**src/rtl/hmc_rf_regfile_if.sv**
```systemverilog
// hmc_rf_regfile_if: register-file access bus between a requester and hmc_rf_regfile.
interface hmc_rf_regfile_if #(
    parameter int HMC_RF_WWIDTH = 64,
    parameter int HMC_RF_RWIDTH = 64,
    parameter int HMC_RF_AWIDTH = 4
);
    logic [HMC_RF_AWIDTH-1:0] rf_address;
    logic [HMC_RF_WWIDTH-1:0] rf_write_data;
    logic                     rf_read_en;
    logic                     rf_write_en;
    logic [HMC_RF_RWIDTH-1:0] rf_read_data;
    logic                     rf_access_complete;
    logic                     rf_invalid_address;

    modport master (
        output rf_address, rf_write_data, rf_read_en, rf_write_en,
        input  rf_read_data, rf_access_complete, rf_invalid_address
    );

    modport slave (
        input  rf_address, rf_write_data, rf_read_en, rf_write_en,
        output rf_read_data, rf_access_complete, rf_invalid_address
    );
endinterface

```
**src/rtl/hmc_rf_regfile.sv**
```systemverilog
// hmc_rf_regfile: control/status register file with a 3-state access FSM and a saturating event counter.
module hmc_rf_regfile #(
    parameter int HMC_RF_WWIDTH = 64,
    parameter int HMC_RF_RWIDTH = 64,
    parameter int HMC_RF_AWIDTH = 4
) (
    input  logic                     clk_hmc,
    input  logic                     res_hmc,
    hmc_rf_regfile_if.slave          rf,
    input  logic [HMC_RF_RWIDTH-1:0] status_in,
    input  logic                     event_pulse,
    output logic [HMC_RF_WWIDTH-1:0] control_out
);
    typedef enum logic [1:0] {IDLE, ACCESS, DONE} state_e;

    state_e                   state_q, state_d;
    logic [HMC_RF_AWIDTH-1:0] addr_q;
    logic [HMC_RF_WWIDTH-1:0] wdata_q, ctrl_q, ctrl_d, scr_q, scr_d;
    logic [HMC_RF_RWIDTH-1:0] rdata_q, rdata_d, cnt_q, cnt_d, rd_val;
    logic                     rd_q, wr_q, inv_q, inv_d;
    logic                     exec, bad, wr_ok, rd_ok, clr;

    always_comb begin
        state_d = state_q == IDLE ? ((rf.rf_read_en | rf.rf_write_en) ? ACCESS : IDLE)
                : state_q == ACCESS ? DONE : IDLE;
        exec    = state_q == ACCESS;
        bad     = addr_q > HMC_RF_AWIDTH'(4);
        inv_d   = exec ? ((rd_q & wr_q) | bad) : inv_q;
        wr_ok   = exec & wr_q & ~rd_q & ~bad;
        rd_ok   = exec & rd_q & ~wr_q & ~bad;
        clr     = wr_ok & (addr_q == HMC_RF_AWIDTH'(4));
        ctrl_d  = (wr_ok && addr_q == HMC_RF_AWIDTH'(0)) ? wdata_q : ctrl_q;
        scr_d   = (wr_ok && addr_q == HMC_RF_AWIDTH'(3)) ? wdata_q : scr_q;
        rd_val  = addr_q == HMC_RF_AWIDTH'(0) ? HMC_RF_RWIDTH'(ctrl_q)
                : addr_q == HMC_RF_AWIDTH'(1) ? status_in
                : addr_q == HMC_RF_AWIDTH'(2) ? cnt_q
                : addr_q == HMC_RF_AWIDTH'(3) ? HMC_RF_RWIDTH'(scr_q) : '0;
        rdata_d = rd_ok ? rd_val : rdata_q;
        // a clear write takes priority over a coincident event pulse
        cnt_d   = clr ? '0 : (event_pulse && !(&cnt_q)) ? cnt_q + HMC_RF_RWIDTH'(1) : cnt_q;
    end

    always_ff @(posedge clk_hmc or posedge res_hmc) begin
        if (res_hmc) begin
            state_q <= IDLE;
            addr_q  <= '0;
            wdata_q <= '0;
            rd_q    <= 1'b0;
            wr_q    <= 1'b0;
            inv_q   <= 1'b0;
            ctrl_q  <= '0;
            scr_q   <= '0;
            cnt_q   <= '0;
            rdata_q <= '0;
        end else begin
            state_q <= state_d;
            if (state_q == IDLE) begin
                addr_q  <= rf.rf_address;
                wdata_q <= rf.rf_write_data;
                rd_q    <= rf.rf_read_en;
                wr_q    <= rf.rf_write_en;
            end
            inv_q   <= inv_d;
            ctrl_q  <= ctrl_d;
            scr_q   <= scr_d;
            cnt_q   <= cnt_d;
            rdata_q <= rdata_d;
        end
    end

    assign rf.rf_access_complete = state_q == DONE;
    assign rf.rf_invalid_address = (state_q == DONE) & inv_q;
    assign rf.rf_read_data       = rdata_q;
    assign control_out           = ctrl_q;
endmodule

```
**src/flat_wrapper.sv**
```systemverilog
// flat-port wrapper written by rule: the top's interface ports become plain ports
module hmc_rf_regfile_flat 
#(
    parameter int HMC_RF_WWIDTH = 64,
    parameter int HMC_RF_RWIDTH = 64,
    parameter int HMC_RF_AWIDTH = 4
)
  (clk_hmc, res_hmc, status_in, event_pulse, control_out, rf_rf_address, rf_rf_write_data, rf_rf_read_en, rf_rf_write_en, rf_rf_read_data, rf_rf_access_complete, rf_rf_invalid_address);
  hmc_rf_regfile_if #(.HMC_RF_WWIDTH(HMC_RF_WWIDTH), .HMC_RF_RWIDTH(HMC_RF_RWIDTH), .HMC_RF_AWIDTH(HMC_RF_AWIDTH)) rf_i ();
  input  logic clk_hmc;
  input  logic res_hmc;
  input  logic [HMC_RF_RWIDTH-1:0] status_in;
  input  logic event_pulse;
  output logic [HMC_RF_WWIDTH-1:0] control_out;
  input wire logic [$bits(rf_i.rf_address)-1:0] rf_rf_address;
  input wire logic [$bits(rf_i.rf_write_data)-1:0] rf_rf_write_data;
  input wire logic [$bits(rf_i.rf_read_en)-1:0] rf_rf_read_en;
  input wire logic [$bits(rf_i.rf_write_en)-1:0] rf_rf_write_en;
  output wire logic [$bits(rf_i.rf_read_data)-1:0] rf_rf_read_data;
  output wire logic [$bits(rf_i.rf_access_complete)-1:0] rf_rf_access_complete;
  output wire logic [$bits(rf_i.rf_invalid_address)-1:0] rf_rf_invalid_address;
  assign rf_i.rf_address = rf_rf_address;
  assign rf_i.rf_write_data = rf_rf_write_data;
  assign rf_i.rf_read_en = rf_rf_read_en;
  assign rf_i.rf_write_en = rf_rf_write_en;
  assign rf_rf_read_data = rf_i.rf_read_data;
  assign rf_rf_access_complete = rf_i.rf_access_complete;
  assign rf_rf_invalid_address = rf_i.rf_invalid_address;
  hmc_rf_regfile #(.HMC_RF_WWIDTH(HMC_RF_WWIDTH), .HMC_RF_RWIDTH(HMC_RF_RWIDTH), .HMC_RF_AWIDTH(HMC_RF_AWIDTH)) u_core (.clk_hmc(clk_hmc), .res_hmc(res_hmc), .rf(rf_i), .status_in(status_in), .event_pulse(event_pulse), .control_out(control_out));
endmodule
```
**config.mk**
```make
export PLATFORM = sky130hd
export DESIGN_NAME = hmc_rf_regfile_flat
export DESIGN_NICKNAME = d
export VERILOG_FILES = /design/src/rtl/hmc_rf_regfile_if.sv /design/src/rtl/hmc_rf_regfile.sv /design/src/flat_wrapper.sv
export SDC_FILE = /design/constraint.sdc
export NUM_CORES = 1
export LEC_CHECK = 0
export BUFFER_PORTS_ARGS = -buffer_cell sky130_fd_sc_hd__buf_2
export CAP_MARGIN = 20
export CORE_ASPECT_RATIO = 1.2
export CORE_MARGIN = 4
export CORE_UTILIZATION = 60
export CTS_BUF_LIST = sky130_fd_sc_hd__clkbuf_4 sky130_fd_sc_hd__clkbuf_8 sky130_fd_sc_hd__clkbuf_16
export CTS_CLUSTER_SIZE = 28
export DETAILED_ROUTE_END_ITERATION = 7
export PLACE_DENSITY = 0.85
export SYNTH_ARGS = -nofsm -noshare
export SYNTH_HDL_FRONTEND = slang
export SYNTH_SLANG_ARGS = --single-unit
```
**constraint.sdc**
```tcl
create_clock -name clk_hmc -period 29.2 [get_ports clk_hmc]
set_input_delay 5.84 -clock clk_hmc [delete_from_list [all_inputs] [get_ports clk_hmc]]
set_output_delay 5.84 -clock clk_hmc [all_outputs]
set_load 0.005 [all_outputs]
```
==> impl_metrics.yaml <==
outcome:
  outcome: "complete, no violations"
place:
  dp_hpwl_mm: 24.4
  gp_congestion: 0.844
  place_inst: 1917
  portBuffers: 266
  pre_cts_ws_ns: 20.86
  post_dp_cell_area_um2: 16400
worst_setup_path:
  critPathMaxStageDelay_ns: 0.88
  crit_family: "buffers and inverters"
  crit_type: "in -> async"
  rr_startpoint: "u_core.addr_q[1]"
  cp_data_required_time_ns: 29.81
  cp-start-kind: "input pin"
  crit_slowest_cell: "buf_4"
  cp.arrival_ns: 8.28
  crit_buf_inv: 4
  worstSetupStartpoint: "res_hmc"
  path_cells: "buf_2, inv_8, buf_4, buf_4"
  crit_path_frequent_cell: "buf_4"
  cp-end-kind: "async pin"
  worstPathMaxFanout: 116
final_layout:
  num_antenna_cells: 0
  instances_no_fill: 1975
  final_cell_mix: "dfrtp_1, buf_2, mux2_2"
  fillers: 1729
  synthToLayoutAreaGrowth_pct: 17.9
  mostFrequentLayoutCell: "dfrtp_1"
  drive_above_1_share_pct: 34.0
  fin_area_um2: 17500
  final_core_util_pct: 72.5
  fin_nets: 1771
timing:
  final-setup-viol-count: 0
  maxSlewHeadroom_pct: 30.7
  hold_violations: 0
  fin_worst_skew_ns: 0.0192
  tightest_slew_ns: 1.04
  period_share_pct: 26.3
  tns_ns: 0
  finalWorstSetupSlack_ns: 21.53
  fmax_mhz: 130
  hold_ws_ns: 0.475
  final_max_slew_viol_count: 0
  finalCriticalPeriod_ns: 7.67
  rsz0062_at_grt: "false"
hold_path:
  hold_start: "u_core.rf.rf_read_data[42]"
  holdCritPathClass: "reg -> reg"
drt:
  drtIter0Drc: 732
  wire_per_inst_um: 19.2
  vias_per_cell: 6.04
  first_pass_iters: 5
  route.antenna.remaining_nets: 0
  vias: 11936
  drt_wl_total_mm: 38.0
  drc: 0
pwr:
  vdd_ir_drop_max_mv: 0.0644
  power_leakage_nw: 8.28
  power_density_nw_per_um2: 91.7
  total_power_mw: 1.60
grt:
  grt_overflow_total: 0
  first_global_vias: 12173
  grt_max_degree: 117
  grt_use_total_pct: 27.4
  antenna_found_initial: 1
  grt_pass1_wl_mm: 61.6
logic_synthesis:
  synth_area_per_cell_um2: 10.6
  ys_seq_elements: 329
  async_flop_share_pct: 100
  yosysSeqAreaShare_pct: 55.5
  synth.top_cell.area_share_pct: 55.5
  synth_area_leaders: "dfrtp_1, mux2_2, a21oi_1"
  ys_dominant_reg_cell: "dfrtp_1"
  netlist_area_um2: 14800
  syn_nets: 1544
  yosysWarningCount: 0
  synth_edf_count: 0
  synthCells: 1406
  synth_top_cell_by_area: "dfrtp_1"
  yosys.cell_types.count: 48
floorplan:
  die_area_um2: 27300
  pin_count: 267
  fp.dieH_um: 180
  die_x_um: 152
  num_rows: 62
  start_util_pct: 61.5
  core_um2: 24100
clock_network:
  postCtsSetupBuffers: 0
  clk_latency_ns: 0.56
  cts_resized: 0
  cts_buffers: 31
  root_buffer: "clkbuf_16"
  path_clk_slew_ns: 0.06
  htreeDepth: 1
  cts_buffer_depth: 3
  cts_sinks: 329
  tritoncts: "done"
  postCtsHoldBufs: 0
flow_run:
  max_cap_viol_count: 0
[where the power goes]
| part | internal (mW) | total (mW) | switching [mW] |
|---|---|---|---|
| Clock | 0.228 | 0.397 | 0.169 |
| Sequential | 0.616 | 0.735 | 0.119 |
| Combinational | 0.233 | 0.472 | 0.239 |
[cells in the mapped netlist, types with 12 or more instances]
cell	instances
nand2_1	161
or4_1	12
nand4_1	23
mux2_2	197
o21ai_0	148
or3_1	19
nor2_1	106
nand3_1	29
clkbuf_1	82
xnor2_1	12
dfrtp_1	329
a21oi_1	164
[routing by layer]
metal	part of all wire [%]	global-route usage, %	vias to the layer above
met5	0.034	0	-
met2	51	46.9	467
met4	2.7	8.45	2
met3	6.1	3.75	92
met1	41	36.3	5938
li1	-	-	5437
[kinds of logic after synthesis]
logic type                 after synthesis  share of synthesized area [%]
buffers and inverters                  100                           2.58
AOI/OAI and AO/OA                      345                           12.3
xor gates and xnor gates                23                           1.36
muxes                                  198                           15.0
adders and majority gates                1                         0.0843
DFF                                    329                           55.5
and+or+nand+nor                        410                           13.2
[worst min-delay path, cell delays in order, from the launching register on]
cell and delay (ns):
dfrtp_1 0.34, nand2_1 0.04, o21ai_0 0.06
[worst paths after layout]
path	to	slack, ns	cells past startpoint
max	u_core.rf.rf_read_data[22]	21.53	4
min	u_core.rf.rf_read_data[42]	0.48	2
max reg2reg	u_core.rf.rf_read_data[49]	26.11	8
min reg2reg	u_core.rf.rf_read_data[42]	0.48	2
max in group clk_hmc	rf_rf_invalid_address	21.96	3
min in group asynchronous	u_core.rf.rf_read_data[60]	5.40	2
[cell type report]
class | count | area [um2] | area share, %
clock inverter | 6 | 32.5 | 0.186
timing repair buffer | 283 | 1520 | 8.71
tap | 320 | 400 | 2.29
clock buffer | 49 | 980 | 5.60
multi-input combinational | 977 | 6280 | 35.9
sequential | 329 | 8230 | 47.0
inverter | 11 | 48.8 | 0.279
[sequential cells by signal (all words and copies together), names as in the netlist]
| name | cells |
|---|---|
| u_core.cnt_q | 64 |
| u_core.rf.rf_read_data | 64 |
| u_core.wr_q | 1 |
| u_core.control_out | 64 |
| u_core.scr_q | 64 |
| u_core.state_q | 2 |
| u_core.inv_q | 1 |
| u_core.addr_q | 4 |
| u_core.wdata_q | 64 |
| u_core.rd_q | 1 |
Power figures use the tool's default switching activity.
